$ cat config.mk
export PLATFORM = sky130hd
export DESIGN_NAME = keyscan_ctrl
export DESIGN_NICKNAME = d
export VERILOG_FILES = /design/src/rtl/keyscan_ctrl.sv
export SDC_FILE = /design/constraint.sdc
export NUM_CORES = 1
export LEC_CHECK = 0
export ABC_AREA = 1
export CORE_MARGIN = 2
export CORE_UTILIZATION = 30
export CTS_CLUSTER_SIZE = 20
export DETAILED_ROUTE_END_ITERATION = 10
export GPL_TIMING_DRIVEN = 0
export PLACE_DENSITY = 0.56
export SYNTH_ARGS = -nofsm -noshare
export SYNTH_HDL_FRONTEND = slang
export SYNTH_SLANG_ARGS = --single-unit
$ cat constraint.sdc
create_clock -name clock -period 2 [get_ports clock]
set_input_delay 0.4 -clock clock [delete_from_list [all_inputs] [get_ports clock]]
set_output_delay 0.4 -clock clock [all_outputs]
set_load 0.02 [all_outputs]
$ cat src/rtl/keyscan_ctrl.sv
// keyscan_ctrl: 4x4 key-matrix scanner with scan-level debounce and a
// one-deep press-event interface.
//
// Ports:
//   clock      rising-edge clock
//   reset      asynchronous active-low reset
//   key_col    one-hot column drive (active high)
//   key_row    row sense for the driven column (active high), key = col*4+row
//   key_state  debounced key map, bit i set while key i is held
//   key_valid  a press event is presented on key_val
//   key_val    index of the presented press event
//   key_ack    consumer accepts the event (ignored while key_valid=0)
//   key_ovf    sticky: a pending press was lost because its key was released
//   clr_ovf    synchronous clear of key_ovf (a simultaneous set wins)
module keyscan_ctrl #(
  parameter int SCAN_DIV = 4,  // cycles per column, 2..255
  parameter int DEB_CNT  = 3   // identical full scans before commit, 1..15
) (
  input  logic        clock,
  input  logic        reset,
  output logic [3:0]  key_col,
  input  logic [3:0]  key_row,
  output logic [15:0] key_state,
  output logic        key_valid,
  output logic [3:0]  key_val,
  input  logic        key_ack,
  output logic        key_ovf,
  input  logic        clr_ovf
);

  localparam logic [7:0] DIV_LAST = 8'(SCAN_DIV - 1);
  localparam logic [3:0] DEB_MAX  = 4'(DEB_CNT);

  logic [7:0]  div_reg;
  logic [1:0]  col_reg;
  logic [15:0] raw_reg, cand_reg, pend_reg, state_reg;
  logic [3:0]  cnt_reg, val_reg;
  logic        valid_reg, ovf_reg;

  logic [7:0]  div_next;
  logic [1:0]  col_next;
  logic [15:0] cand_next, pend_next, state_next, snap;
  logic [3:0]  cnt_next, val_next, cnt_inc, issue_idx;
  logic        valid_next, ovf_next;
  logic        col_end, scan_end, same, commit, lost, issue;

  assign key_col   = 4'b0001 << col_reg;
  assign key_state = state_reg;
  assign key_valid = valid_reg;
  assign key_val   = val_reg;
  assign key_ovf   = ovf_reg;

  assign col_end  = (div_reg == DIV_LAST);
  assign scan_end = col_end && (col_reg == 2'd3);

  // Snapshot already includes the rows being sampled this cycle, so the
  // scan-complete comparison sees column 3 without waiting a cycle.
  genvar gi;
  generate
    for (gi = 0; gi < 4; gi++) begin : g_snap
      assign snap[gi*4 +: 4] = (col_end && col_reg == 2'(gi)) ? key_row
                                                              : raw_reg[gi*4 +: 4];
    end
  endgenerate

  always_comb begin
    div_next   = col_end ? 8'd0 : div_reg + 8'd1;
    col_next   = col_end ? col_reg + 2'd1 : col_reg;
    cand_next  = cand_reg;
    cnt_next   = cnt_reg;
    state_next = state_reg;
    commit     = 1'b0;
    lost       = 1'b0;
    same       = (snap == cand_reg);
    cnt_inc    = (cnt_reg >= DEB_MAX) ? DEB_MAX : cnt_reg + 4'd1;

    if (scan_end) begin
      if (same) begin
        cnt_next = cnt_inc;
        commit   = (cnt_inc == DEB_MAX);
      end else begin
        cand_next = snap;
        cnt_next  = 4'd1;
        commit    = (DEB_MAX == 4'd1);
      end
    end

    // Commit: record new presses, drop pending presses whose key let go.
    pend_next = pend_reg;
    if (commit) begin
      state_next = snap;
      pend_next  = (pend_reg | (snap & ~state_reg)) & snap;
      lost       = |(pend_reg & ~snap);
    end

    // Issue picks from the registered pending set; its clear is applied
    // on top of the commit update.
    issue     = !valid_reg && (pend_reg != 16'd0);
    issue_idx = 4'd0;
    for (int i = 15; i >= 0; i--) begin
      if (pend_reg[i]) issue_idx = 4'(i);
    end

    valid_next = valid_reg;
    val_next   = val_reg;
    if (issue) begin
      pend_next[issue_idx] = 1'b0;
      valid_next           = 1'b1;
      val_next             = issue_idx;
    end else if (valid_reg && key_ack) begin
      valid_next = 1'b0;
    end

    if (lost)         ovf_next = 1'b1;
    else if (clr_ovf) ovf_next = 1'b0;
    else              ovf_next = ovf_reg;
  end

  always_ff @(posedge clock or negedge reset) begin
    if (!reset) begin
      div_reg   <= 8'd0;
      col_reg   <= 2'd0;
      raw_reg   <= 16'd0;
      cand_reg  <= 16'd0;
      cnt_reg   <= 4'd0;
      state_reg <= 16'd0;
      pend_reg  <= 16'd0;
      valid_reg <= 1'b0;
      val_reg   <= 4'd0;
      ovf_reg   <= 1'b0;
    end else begin
      div_reg   <= div_next;
      col_reg   <= col_next;
      raw_reg   <= col_end ? snap : raw_reg;
      cand_reg  <= cand_next;
      cnt_reg   <= cnt_next;
      state_reg <= state_next;
      pend_reg  <= pend_next;
      valid_reg <= valid_next;
      val_reg   <= val_next;
      ovf_reg   <= ovf_next;
    end
  end

endmodule

==> out/metrics.csv, run 1 <==
metric,value,unit
synthesized area,0.00461,mm2
CP Max Fanout,6,
clock sink count,84,
post-detailed-route count of antenna-violating nets,0,
mean area per synthesized cell,7.22,um2
routability cong.,0.878,
Max VDD drop,0.000416,V
drt drc,0,
setup TNS,-18590,ps
CTS max path bufs,2,
final setup fails,51,
num rows,45,
Max Clk Rate,414,MHz
Seq cells post-synth,84,
worst-margin pin slew,766,ps
total power divided by cell area,584,mW/mm2
Mapped Nets,652,
Hold Crit Class,reg -> reg,
yosys warns,0,
failing checks,negative setup slack,
total power,0.00373,W
Final Cycle Share,1.21,
max-cap violations,0,
die width,128,um
switching part of the total,0.233,
core area,0.0151,mm2
post-DP HPWL,9520,um
Root Buffer,clkbuf_16,
clock power share,0.459,
final hold vios,0,
Power Internal,0.00286,W
DRT Pass-1 Iters,5,
CP arrival,2660,ps
IO Port Bufs,33,
final worst slack,-418,ps
WP data required,2240,ps
setup repair after global routing missed its margin,yes,
n_diodes,0,
Cell variety after synth,29,
Initial DRC Count,301,
WS Path Type,reg -> reg,
gr ovfl total,0,
gr usage total,0.175,
initial antenna violation count,0,
Crit. End Element,flop,
fraction of layout cells with a size suffix above 1,0.241,
post-synthesis sequential area ratio,0.456,
"commonest non-fill, non-tap cell in the layout",nand2_1,
Period minus WS final,2420,ps
Final #Nets,735,
post-synthesis cell count,638,
combinational share of power,0.070,
largest area contributor in the synthesized netlist,dfrtp_1,
vias in the first global route,4417,
most frequent cells in the layout,"183 x nand2_1, 93 x inv_1, 81 x dfrtp_1, 47 x nand3_1, 43 x nand2_2",
number of flops mapped to enable cells by yosys,0,
Initial Util,0.305,
status,"finished, violations left",
die height,128,um
DR vias/cell,4.88,
ys async rst share,1.00,
leakage power,3.35,nW
Synth Flop Type,dfrtp_1,
TritonCTS Buffers,9,
clk_lat worst skew,350,ps
Startpoint Class,flop,
Rel. slew slack,0.490,
Yosys top cell area share,0.456,
sw power,0.000868,W
largest net degree at the start of global routing,59,
Routed WL per cell,14.9,um
H-tree levels,3,
Die ar.,0.0164,mm2
Layout area overhead,38.4,%
max-slew violations,0,
first-pass GRT wire length,22200,um
vias post-DR,4460,
CTS tree,done,
"Reg clk slew, reported paths",60,ps
Clock Skew,7.90,ps
num ports,34,
Area contributors post-synth,"dfrtp_1 46%, nand2_1 18%, inv_1 8.0%",
Post-Route WL,13600,um
sequential share of power,0.471,
-- cells by family (layout without fill, tap and decap cells) --
logic type,count (synthesis),in the layout,synth area share
AO/OA/AOI/OAI,61,61,0.0709
XOR/XNOR,3,3,0.00570
adder cells (fa/ha/maj),6,6,0.0163
buffers and inverters,113,200,0.0993
flip-flops,84,84,0.456
AND/OR/NAND/NOR,371,371,0.352
-- critical path: stages (launching register included) --
cell and delay, ps:
dfrtp_1 400, nor2_1 110, nand2_1 90, nor2_4 250
buf_6 180, buf_8 120, nand3_2 60, nand3_1 80
nand2_1 50, nor2_1 110, nand2_1 90, nor2_2 140
nand4_1 110, buf_6 190, buf_8 130, nand2_2 50
nand2_2 40, nand2_1 60, inv_1 40
-- routing by layer --
metal / up-vias / part of all wire / GRT usage
li1: 2194 / - / -
met1: 2134 / 0.45 / 0.222
met2: 108 / 0.49 / 0.294
met3: 24 / 0.038 / 0.0388
met4: 0 / 0.020 / 0.0608
met5: - / 0 / 0
-- final cells by class --
| cell class | count | area [um2] |
|---|---|---|
| buffer | 13 | 175 |
| clock buffer | 12 | 256 |
| clock inverter | 3 | 43.8 |
| fill | 1509 | 8710 |
| inverter | 100 | 377 |
| multi-input combinational | 441 | 2480 |
| sequential | 84 | 2110 |
| tap | 188 | 235 |
| timing repair buffer | 72 | 707 |
-- stage by stage --
step | setup slack (ps) | area [um2] | std cells | hold slack [ps] | utilization
CTS | -372 | 6150 | 905 | 475 | 0.407
global placement | -2940 | 5270 | 859 | 454 | 0.349
finish | -418 | 6380 | 913 | 467 | 0.423
global route | -589 | 6380 | 913 | 519 | 0.423
floorplan | -79.1 | 4700 | 638 | 104 | -
detailed placement | -656 | 5290 | 860 | 356 | 0.351
-- power by group through the flow --
stage                     clock network, W  registers [W]  logic [W]
after global placement                   0        0.00178   0.000202
after CTS                          0.00177        0.00175   0.000251
after global routing               0.00182        0.00176   0.000296
after detailed placement                 0        0.00178   0.000215
final                              0.00171        0.00176   0.000260
after floorplan                          0        0.00178   0.000121
-- final timing paths --
path                             from            to  slack, ps  cells after the start
min in group asynchronous       reset    div_reg[3]        520                      2
max in group asynchronous       reset  key_state[5]        840                      3
max                        div_reg[5]   pend_reg[8]       -420                     18
min                        key_val[3]    key_val[3]        470                      2
max reg2reg                div_reg[5]   pend_reg[8]       -420                     18
min reg2reg                key_val[3]    key_val[3]        470                      2
-- Yosys cell counts (all sizes together), types with 2 or more instances --
cell,number
a21oi,21
buf,7
clkbuf,6
dfrtp,84
ha,6
inv,99
nand2,234
nand3,69
nand3b,5
nand4,22
nor2,31
nor3,8
o2111ai,3
o21ai,33
o22ai,2
xor2,3
-- timing repair --
action	4_1_cts	5_1_grt
setup endpoints to repair	55	59
hold endpoints to repair	26	0
pin swaps	36	14
buffers inserted	22	8
cloned	7	0
resized for setup	79	59
hold buffers	1	0
No activity file was read; power rests on OpenSTA's default activity.
==> run 2, diff against run 1 <==
clock period = 2.5 ns   (was 2 ns; I/O delays follow)
==> run 2 against run 1 <==
Against the previous run: the run now ends clean; cell area fell by 4.1%; first-iteration DRC count did not move; sequential share of layout area rose by 1.4 points; clock power fell by 26%; sequential cell count did not move; highest routed layer unchanged.
==> out/metrics.csv, run 2 (synthesis results as in run 1) <==
metric,value,unit
worst-margin pin slew,735,ps
most frequent cells in the layout,"195 x nand2_1, 96 x inv_1, 84 x dfrtp_1, 55 x nand3_1, 32 x clkdlybuf4s50_1",
final worst slack,88.6,ps
H-tree levels,3,
CP arrival,2650,ps
post-detailed-route count of antenna-violating nets,0,
R2R Setup Slk,90,ps
crit path cell chain,"nor2_2, nand2_4, nor2_4, buf_12, buf_8, buf_6, nand3_2, nand3_2, nand2_2, nor2_2, nand2_1, nor2_2, nand4_1, buf_6, buf_8, nand2_2, nand2_2, nand2_1, inv_1",
Crit. End Element,flop,
CP max stage cell,dfrtp_1,
CP Depth,19,
Post-Route WL,12300,um
Final Cycle Share,0.965,
Period minus WS final,2410,ps
sw power,0.000680,W
cts hold-fix bufs,0,
setup TNS,0,ps
die width,128,um
num ports,34,
dpl ws,-288,ps
drt drc,0,
Startpoint Class,flop,
"Reg clk slew, reported paths",60,ps
Final #Nets,726,
placed cells,860,
gr usage total,0.157,
CTS tree,done,
Hold Crit Class,in -> async,
max-slew violations,0,
Layout area overhead,32.6,%
WS Path Type,reg -> reg,
largest stage delay on the critical path,400,ps
Rel. slew slack,0.507,
gr ovfl total,0,
leakage power,3.23,nW
Hold Slack,32.7,ps
Clock Skew,9.44,ps
final setup fails,0,
Reg2Reg Depth,19,
vias post-DR,4207,
Finished Layout Cells,904,
routability cong.,0.816,
vias in the first global route,3951,
status,"complete, no violations",
die height,128,um
sequential share of power,0.491,
num rows,45,
Die ar.,0.0164,mm2
largest delay contributor family on the critical path,simple AND/OR/NAND/NOR gates,
CTS max path bufs,2,
fraction of layout cells with a size suffix above 1,0.187,
first-pass GRT wire length,20000,um
post-DP HPWL,8860,um
max-cap violations,0,
Initial Util,0.305,
worst path bufs/invs,6,
switching part of the total,0.238,
DRT Pass-1 Iters,5,
initial antenna violation count,0,
largest net degree at the start of global routing,69,
core area,0.0151,mm2
clock power share,0.440,
"commonest non-fill, non-tap cell in the layout",nand2_1,
combinational share of power,0.069,
TritonCTS Buffers,9,
Initial DRC Count,301,
Max Clk Rate,415,MHz
CP Max Fanout,7,
Root Buffer,clkbuf_16,
setup repair after global routing missed its margin,yes,
clk_lat worst skew,350,ps
Routed WL per cell,13.6,um
WP data required,2740,ps
clock sink count,84,
Max VDD drop,0.000317,V
total power divided by cell area,468,mW/mm2
DR vias/cell,4.65,
final hold vios,0,
n_diodes,0,
IO Port Bufs,33,
Power Internal,0.00218,W
[run 2: cell count changes in the layout (fill, tap and decap cells not counted), sizes merged]
cell / before / now
clkbuf: 18 / 13
dlygate4sd2: 3 / 0
bufinv: 1 / 0
buf: 46 / 43
clkdlybuf4s50: 29 / 32
dlygate4sd3: 1 / 0
clkinvlp: 0 / 1
[run 2: area by class of cell]
cell class / instances / area [um2]
fill: 1572 / 8980
clock buffer: 12 / 256
buffer: 12 / 124
inverter: 100 / 375
clock inverter: 3 / 21.3
tap: 188 / 235
multi-input combinational: 441 / 2380
sequential: 84 / 2100
timing repair buffer: 64 / 619
[run 2: repair_timing]
action	in CTS	in global routing
pin swaps	16	45
resized for setup	26	86
gates cloned	3	1
buffers inserted	10	16
setup endpoints to repair	50	51
[run 2: path summary, 6_finish.rpt]
check	to	from
setup / recovery	pend_reg[5]	div_reg[3]
hold / removal	div_reg[3]	reset
setup reg to reg	pend_reg[5]	div_reg[3]
hold reg to reg	key_val[3]	key_val[3]
max in group asynchronous	pend_reg[11]	reset
min in group clock	key_val[3]	key_val[3]
[run 2: metal layers]
metal / up-vias / wire (um) / part of all wire / track usage
met1: 1961 / 6140 / 0.50 / 0.217
met4: 0 / 113 / 0.0092 / 0.0433
met2: 61 / 5670 / 0.46 / 0.246
met5: - / 0 / 0 / 0
li1: 2178 / - / - / -
met3: 7 / 362 / 0.029 / 0.0371
[run 2: power by group through the flow]
stage | clock, W | combinational [W] | sequential, W
after floorplan | 0 | 0.0000966 | 0.00142
after global placement | 0 | 0.000163 | 0.00143
after detailed placement | 0 | 0.000169 | 0.00143
after CTS | 0.00129 | 0.000174 | 0.00140
after global routing | 0.00135 | 0.000228 | 0.00141
final | 0.00126 | 0.000199 | 0.00141
[run 2: worst reg2reg max path: cells and delay by family, from the launching register on]
family	cells	cell delay (ps)
buffers and inverters	6	720
DFF	1	400
and+or+nand+nor	13	1160
[run 2: through the flow]
stage,total power [W],util,area [um2]
3_3_place_gp,0.00159,0.343,5170
4_1_cts,0.00287,0.375,5660
5_1_grt,0.00299,0.405,6110
2_1_floorplan,0.00152,-,4610
6_report,0.00286,0.405,6110
3_5_place_dp,0.00160,0.345,5200
==> variant 1, RTL diff (flow settings as in run 2) <==
Register the output `key_ovf` once more, with the module's reset; this adds one clock of latency there. The other outputs are not delayed to match.
--- a/src/rtl/keyscan_ctrl.sv
+++ b/src/rtl/keyscan_ctrl.sv
@@ -48,7 +48,13 @@
   assign key_state = state_reg;
   assign key_valid = valid_reg;
   assign key_val   = val_reg;
-  assign key_ovf   = ovf_reg;
+  always_ff @(posedge clock or negedge reset) begin
+    if (!reset) begin
+      key_ovf <= '0;
+    end else begin
+      key_ovf <= ovf_reg;
+    end
+  end
 
   assign col_end  = (div_reg == DIV_LAST);
   assign scan_end = col_end && (col_reg == 2'd3);
Formal check against the unedited RTL: same outputs for any inputs over 10 cycles, from zero or initial values and one cycle with reset low; that may be too few to reach the edited logic, so the function may still have changed.
==> variant 1 against run 2 <==
  * Wire length up 3.6%
  * Sequential cell count up 1
  * Critical path depth down 3
  * Synthesized area up 0.54%
  * Cell area down 1.7%
  * Hold slack improved by 60 ps
  * Power grew 4.8%
  * Worst setup slack better by 17 ps
==> variant 1: results (changes against run 2) <==
** Cells and area
- Sequential cell count of the final layout :: 85 (+1.2%)
- Footprint of the multi-input gates :: 0.00226 mm2 (-4.8%)
- The non-clock buffer area fraction after layout came to 0.118 (-0.00375).
- The fraction of area in multi-input gates is 0.377 (-0.0125).
- The share of final layout cell area taken by clock buffers and inverters came to 0.0500 (+0.00452).
- # nets final :: 723 (-0.41%)
- The fraction of layout instances using a drive strength above 1 came to 0.153 (-0.0343).
- The count of filler cells inserted in the layout was 1553 (-1.2%).

** Routing
- WL per Instance :: 14.1 um (+4.0%)
- The vias per cell was 4.63 (-0.50%).
- Total iterations of the first detailed-routing run :: 4 (-1)
- The DRC violation total after the first TritonRoute iteration was 271 (-10%).

** Power
- Highest ir drop seen on vdd :: 302 uV (-4.6%)
- Switching fraction of total power :: 0.236 (-0.00197)
- The static leakage power is 3.21 nW (-0.59%).
- Combinational Power Share :: 0.066 (-0.003)
- Net Switching :: 0.707 mW (+3.9%)

** Place
- The post-placement worst setup slack is -266 ps (+22.0 ps).
- Placed cell count :: 861 (+0.12%)
- The weighted congestion reported at the end of routability-driven placement was 0.806 (-1.2%).

** Logic synthesis
- The proportion of synthesized chip area in sequential cells is 0.459 (+0.00294).
- By area the synthesized netlist is led by sky130_fd_sc_hd__dfrtp_1 46%, sky130_fd_sc_hd__nand2_1 18%, sky130_fd_sc_hd__inv_1 7.9%, sky130_fd_sc_hd__nand3_1 7.5%, sky130_fd_sc_hd__nand4_1 3.0%.
- Avg Cell Area, Syn :: 7.25 um2 (+0.39%)
- Net count after synthesis :: 653 (+0.15%)
- Leading cell types by count after synthesis :: 223 x sky130_fd_sc_hd__nand2_1, 98 x sky130_fd_sc_hd__inv_1, 85 x sky130_fd_sc_hd__dfrtp_1, 69 x sky130_fd_sc_hd__nand3_1, 28 x sky130_fd_sc_hd__nor2_1

** Timing
- The post-route clock skew came to 7.90 ps (-1.54 ps).

** GRT
- The largest net degree at the start of global routing is 55 (-20%).
- First-pass GRT wire length :: 20800 um (+3.8%)
- The via count of the first global-routing pass is 4047 (+2.4%).
- The overall track demand over capacity in global routing was 0.163 (+0.00660).

** Worst setup path
- The worst path arrival time is 2670 ps (+20 ps).
- Worst setup path start :: div_reg[2]

** Floorplan
- Core area :: 0.0151 mm2 (+0.37%)

** Clock tree
- The post-CTS setup repair buffer count was 7 (-3).
- Clock Latency Late Sink :: 350 ps (about the same)
- CTS-repair resized insts :: 17 (-35%)

** Outcome
- The flow ran to the end, and the final reports show no timing, DRC or antenna violations.
==> variant 1: changes by cell type after synthesis, sizes merged <==
cell,run 2,this run
dfrtp,84,85
==> variant 1: cells by family after synthesis <==
| family | synth area share |
|---|---|
| flip-flops | 0.459 |
| AND/OR/NAND/NOR | 0.350 |
| AO/OA/AOI/OAI | 0.0705 |
| XOR/XNOR | 0.00567 |
| adder cells (fa/ha/maj) | 0.0162 |
| buffers and inverters | 0.0988 |
==> variant 1: critical path, cell delays in order, from the launching register on <==
cell and delay (ps):
sky130_fd_sc_hd__dfrtp_1 420, sky130_fd_sc_hd__nor2_2 150, sky130_fd_sc_hd__nand2_4 70, sky130_fd_sc_hd__nor2_4 120, sky130_fd_sc_hd__buf_12 140, sky130_fd_sc_hd__buf_6 130, sky130_fd_sc_hd__nand3_1 100, sky130_fd_sc_hd__nand2_2 90
sky130_fd_sc_hd__nand2_1 60, sky130_fd_sc_hd__nand2_1 60, sky130_fd_sc_hd__nand2_1 60, sky130_fd_sc_hd__nor2_2 150, sky130_fd_sc_hd__nand2_4 100, sky130_fd_sc_hd__nor2_8 130, sky130_fd_sc_hd__buf_6 120, sky130_fd_sc_hd__nand4_1 190
sky130_fd_sc_hd__a21oi_2 210
==> variant 1: layer usage <==
layer / wire (um) / track usage
met5: 0 / 0
met2: 5840 / 0.255
met3: 495 / 0.0355
met1: 6290 / 0.226
met4: 103 / 0.0517
==> variant 1: final timing paths <==
path / depth (start not counted) / to / slack, ps
min in group clock: 0 / key_ovf / 390
worst min-delay path: 1 / div_reg[4] / 90
worst min register to register: 0 / key_ovf / 390
worst max-delay path: 16 / pend_reg[2] / 110
max in group asynchronous: 2 / key_state[2] / 1770
worst max register to register: 16 / pend_reg[2] / 110
==> variant 2, RTL diff (flow settings as in run 2) <==
Made on the original files. Take the reset off `val_reg` and load it in a clocked block of its own.
--- a/src/rtl/keyscan_ctrl.sv
+++ b/src/rtl/keyscan_ctrl.sv
@@ -126,7 +126,6 @@
       state_reg <= 16'd0;
       pend_reg  <= 16'd0;
       valid_reg <= 1'b0;
-      val_reg   <= 4'd0;
       ovf_reg   <= 1'b0;
     end else begin
       div_reg   <= div_next;
@@ -137,10 +136,13 @@
       state_reg <= state_next;
       pend_reg  <= pend_next;
       valid_reg <= valid_next;
-      val_reg   <= val_next;
       ovf_reg   <= ovf_next;
     end
   end
 
+  always_ff @(posedge clock) begin
+    val_reg <= val_next;
+  end
+
 endmodule
 
Behaviour: same outputs for any inputs over 10 cycles, from zero or initial values and one cycle with reset low; that may be too few to reach the edited logic, so the function may still have changed.
==> variant 2 against run 2 <==
  * Sequential share of layout area up 0.39 points
  * Sequential cell count unchanged
  * Cell area is 0.18% lower
  * Worst setup slack got worse by 48 ps
  * Global-route usage rose by 0.62 points
  * Wire length rose by 6.5%
  * Synthesized area fell by 0.46%
  * Die area down 0.45%
  * Power rose by 2.3%
  * Critical path type unchanged
==> variant 2: results (changes against run 2) <==
** Outcome
- Status :: complete, no violations

** Logic synthesis
- The number of nets produced by synthesis was 642 (-1.5%).
- Share of synthesized area spent on multiplexers :: 0 (unchanged)
- Number of library cell types mapped by synthesis :: 29 (unchanged)
- Number of enable-type register cells in the synthesized netlist :: 4 (+4)
- The share of synthesized cell area in full adder, half adder and majority cells came to 0.0164 (+0.0000755).
- The share of the synthesized area in compound gates (AO/OA/AOI/OAI) came to 0.0687 (-0.00213).
- Top cells by area, synth :: sky130_fd_sc_hd__dfrtp_1 44%, sky130_fd_sc_hd__nand2_1 18%, sky130_fd_sc_hd__inv_1 7.9%, sky130_fd_sc_hd__nand3_1 7.5%, sky130_fd_sc_hd__nand4_1 2.9%
- Share of the synthesized netlist area taken by xor and xnor gates :: 0.00573 (+0.0000264)
- Sorting the synthesized cells by how often they occur yields 216 x sky130_fd_sc_hd__nand2_1, 97 x sky130_fd_sc_hd__inv_1, 80 x sky130_fd_sc_hd__dfrtp_1, 69 x sky130_fd_sc_hd__nand3_1, 28 x sky130_fd_sc_hd__nor2_1.
- Fraction of the yosys area taken by sequential cells :: 0.463 (+0.00648)
- FFs w/ async S/R, synth :: 0.952 (-0.0476)

** Cells and area
- Share of final-layout standard cells stronger than drive strength 1 :: 0.196 (+0.00862)
- The count of filler cells inserted in the layout was 1525 (-3.0%).
- Final cell utilization of the core :: 0.404 (-0.000746)
- # nets final :: 719 (-0.96%)

** Routing
- DR iter-0 viols :: 333 (+11%)
- Vias per Instance :: 4.86 (+4.5%)
- The number of optimization iterations in the first detailed-route pass came to 5 (unchanged).
- Total Wirelength :: 13100 um (+6.5%)

** Worst setup path
- Critical Path Max Stage Delay :: 420 ps (+20 ps)
- The maximum net fanout on the critical path was 8 (+1).
- Cell family contributing the most delay on the critical path :: simple AND/OR/NAND/NOR gates
- The worst path arrival time was 2730 ps (+80 ps).

** Clock tree
- The number of levels in the clock H-tree is 3 (unchanged).
- Maximum clock path buffer count :: 2 (unchanged)
- Clock-pin slew of the registers on the worst-case setup and hold paths :: 60 ps (about the same)

** Power
- The static leakage power was 3.20 nW (-1.1%).
- Highest ir drop seen on vdd :: 384 uV (+21%)
- Switching fraction of total power :: 0.240 (+0.00273)

** GRT
- First-pass GRT wire length :: 20900 um (+4.7%)
- Via count of the first global-routing pass :: 4201 (+6.3%)
- Total routing usage reported by global routing :: 0.163 (+0.00615)
- Overflow left after global routing :: 0 (unchanged)
- The largest net degree at the start of global routing is 44 (-36%).

** Timing
- Normalized max-slew margin :: 0.411 (-0.0963)
- Worst-case clock skew :: 7.72 ps (-1.72 ps)

** Run
- Maximum capacitance violations :: 0 (unchanged)

** Place
- Buffers added on ports :: 33 (unchanged)
- The weighted congestion reported at the end of routability-driven placement came to 0.845 (+3.5%).
- Detailed Place HPWL :: 9220 um (+4.1%)
[variant 2: cell count changes after synthesis, moves of 2 or more]
cell                       delta
sky130_fd_sc_hd__nand2_1      -7
sky130_fd_sc_hd__dfrtp_1      -4
sky130_fd_sc_hd__edfxtp_1     +4
sky130_fd_sc_hd__o21ai_0      -3
sky130_fd_sc_hd__nor3_1       +2
sky130_fd_sc_hd__o22ai_1      +2
[variant 2: area by class of cell]
type | instances | area share
sequential | 84 | 0.348
clock inverter | 3 | 0.00308
clock buffer | 13 | 0.0443
tap | 188 | 0.0385
buffer | 12 | 0.0223
timing repair buffer | 67 | 0.106
multi-input combinational | 433 | 0.378
inverter | 98 | 0.0603
[variant 2: timing repair]
action | in CTS | in global routing
buffers inserted | 9 | 17
gates cloned | 2 | 5
pin swaps | 9 | 35
endpoints found under the setup margin | 50 | 50
gates resized for setup | 28 | 96
[variant 2: cells by family after synthesis]
kind of cell	after synthesis
AND/OR/NAND/NOR	365
adder cells (fa/ha/maj)	6
buffers and inverters	111
AO/OA/AOI/OAI	59
flip-flops	84
XOR/XNOR	3
[variant 2: power groups by stage]
stage | clock network (mW) | registers (mW) | logic, mW
floorplan | 0 | 1.43 | 0.0966
global placement | 0 | 1.44 | 0.160
detailed placement | 0 | 1.44 | 0.170
CTS | 1.34 | 1.41 | 0.176
global route | 1.39 | 1.42 | 0.235
finish | 1.31 | 1.42 | 0.207
[variant 2: worst paths after layout]
kind	from	endpoint	slack, ps	cells past startpoint
max	div_reg[2]	cand_reg[8]	40	15
min	reset	div_reg[4]	130	1
max reg2reg	div_reg[2]	cand_reg[8]	40	15
min reg2reg	cnt_reg[2]	cnt_reg[2]	490	2
max in group asynchronous	reset	pend_reg[8]	1770	2
min in group clock	cnt_reg[2]	cnt_reg[2]	490	2
[variant 2: stage by stage]
| stage | cells | setup WS, ps | hold slack, ps | area (um2) |
|---|---|---|---|---|
| 3_3_place_gp | 849 | -2060 | 451 | 5150 |
| 3_5_place_dp | 850 | -268 | 452 | 5180 |
| 6_report | 898 | 40.5 | 133 | 6100 |
| 2_1_floorplan | 628 | 234 | 204 | 4590 |
| 5_1_grt | 898 | -153 | 168 | 6100 |
| 4_1_cts | 876 | 13.7 | 143 | 5640 |
[variant 2: metal layers]
layer	share of wire	vias to the layer above	GRT usage
li1	-	2159	-
met4	0.017	0	0.0452
met3	0.037	16	0.0396
met5	0	-	0
met2	0.48	81	0.263
met1	0.47	2111	0.219
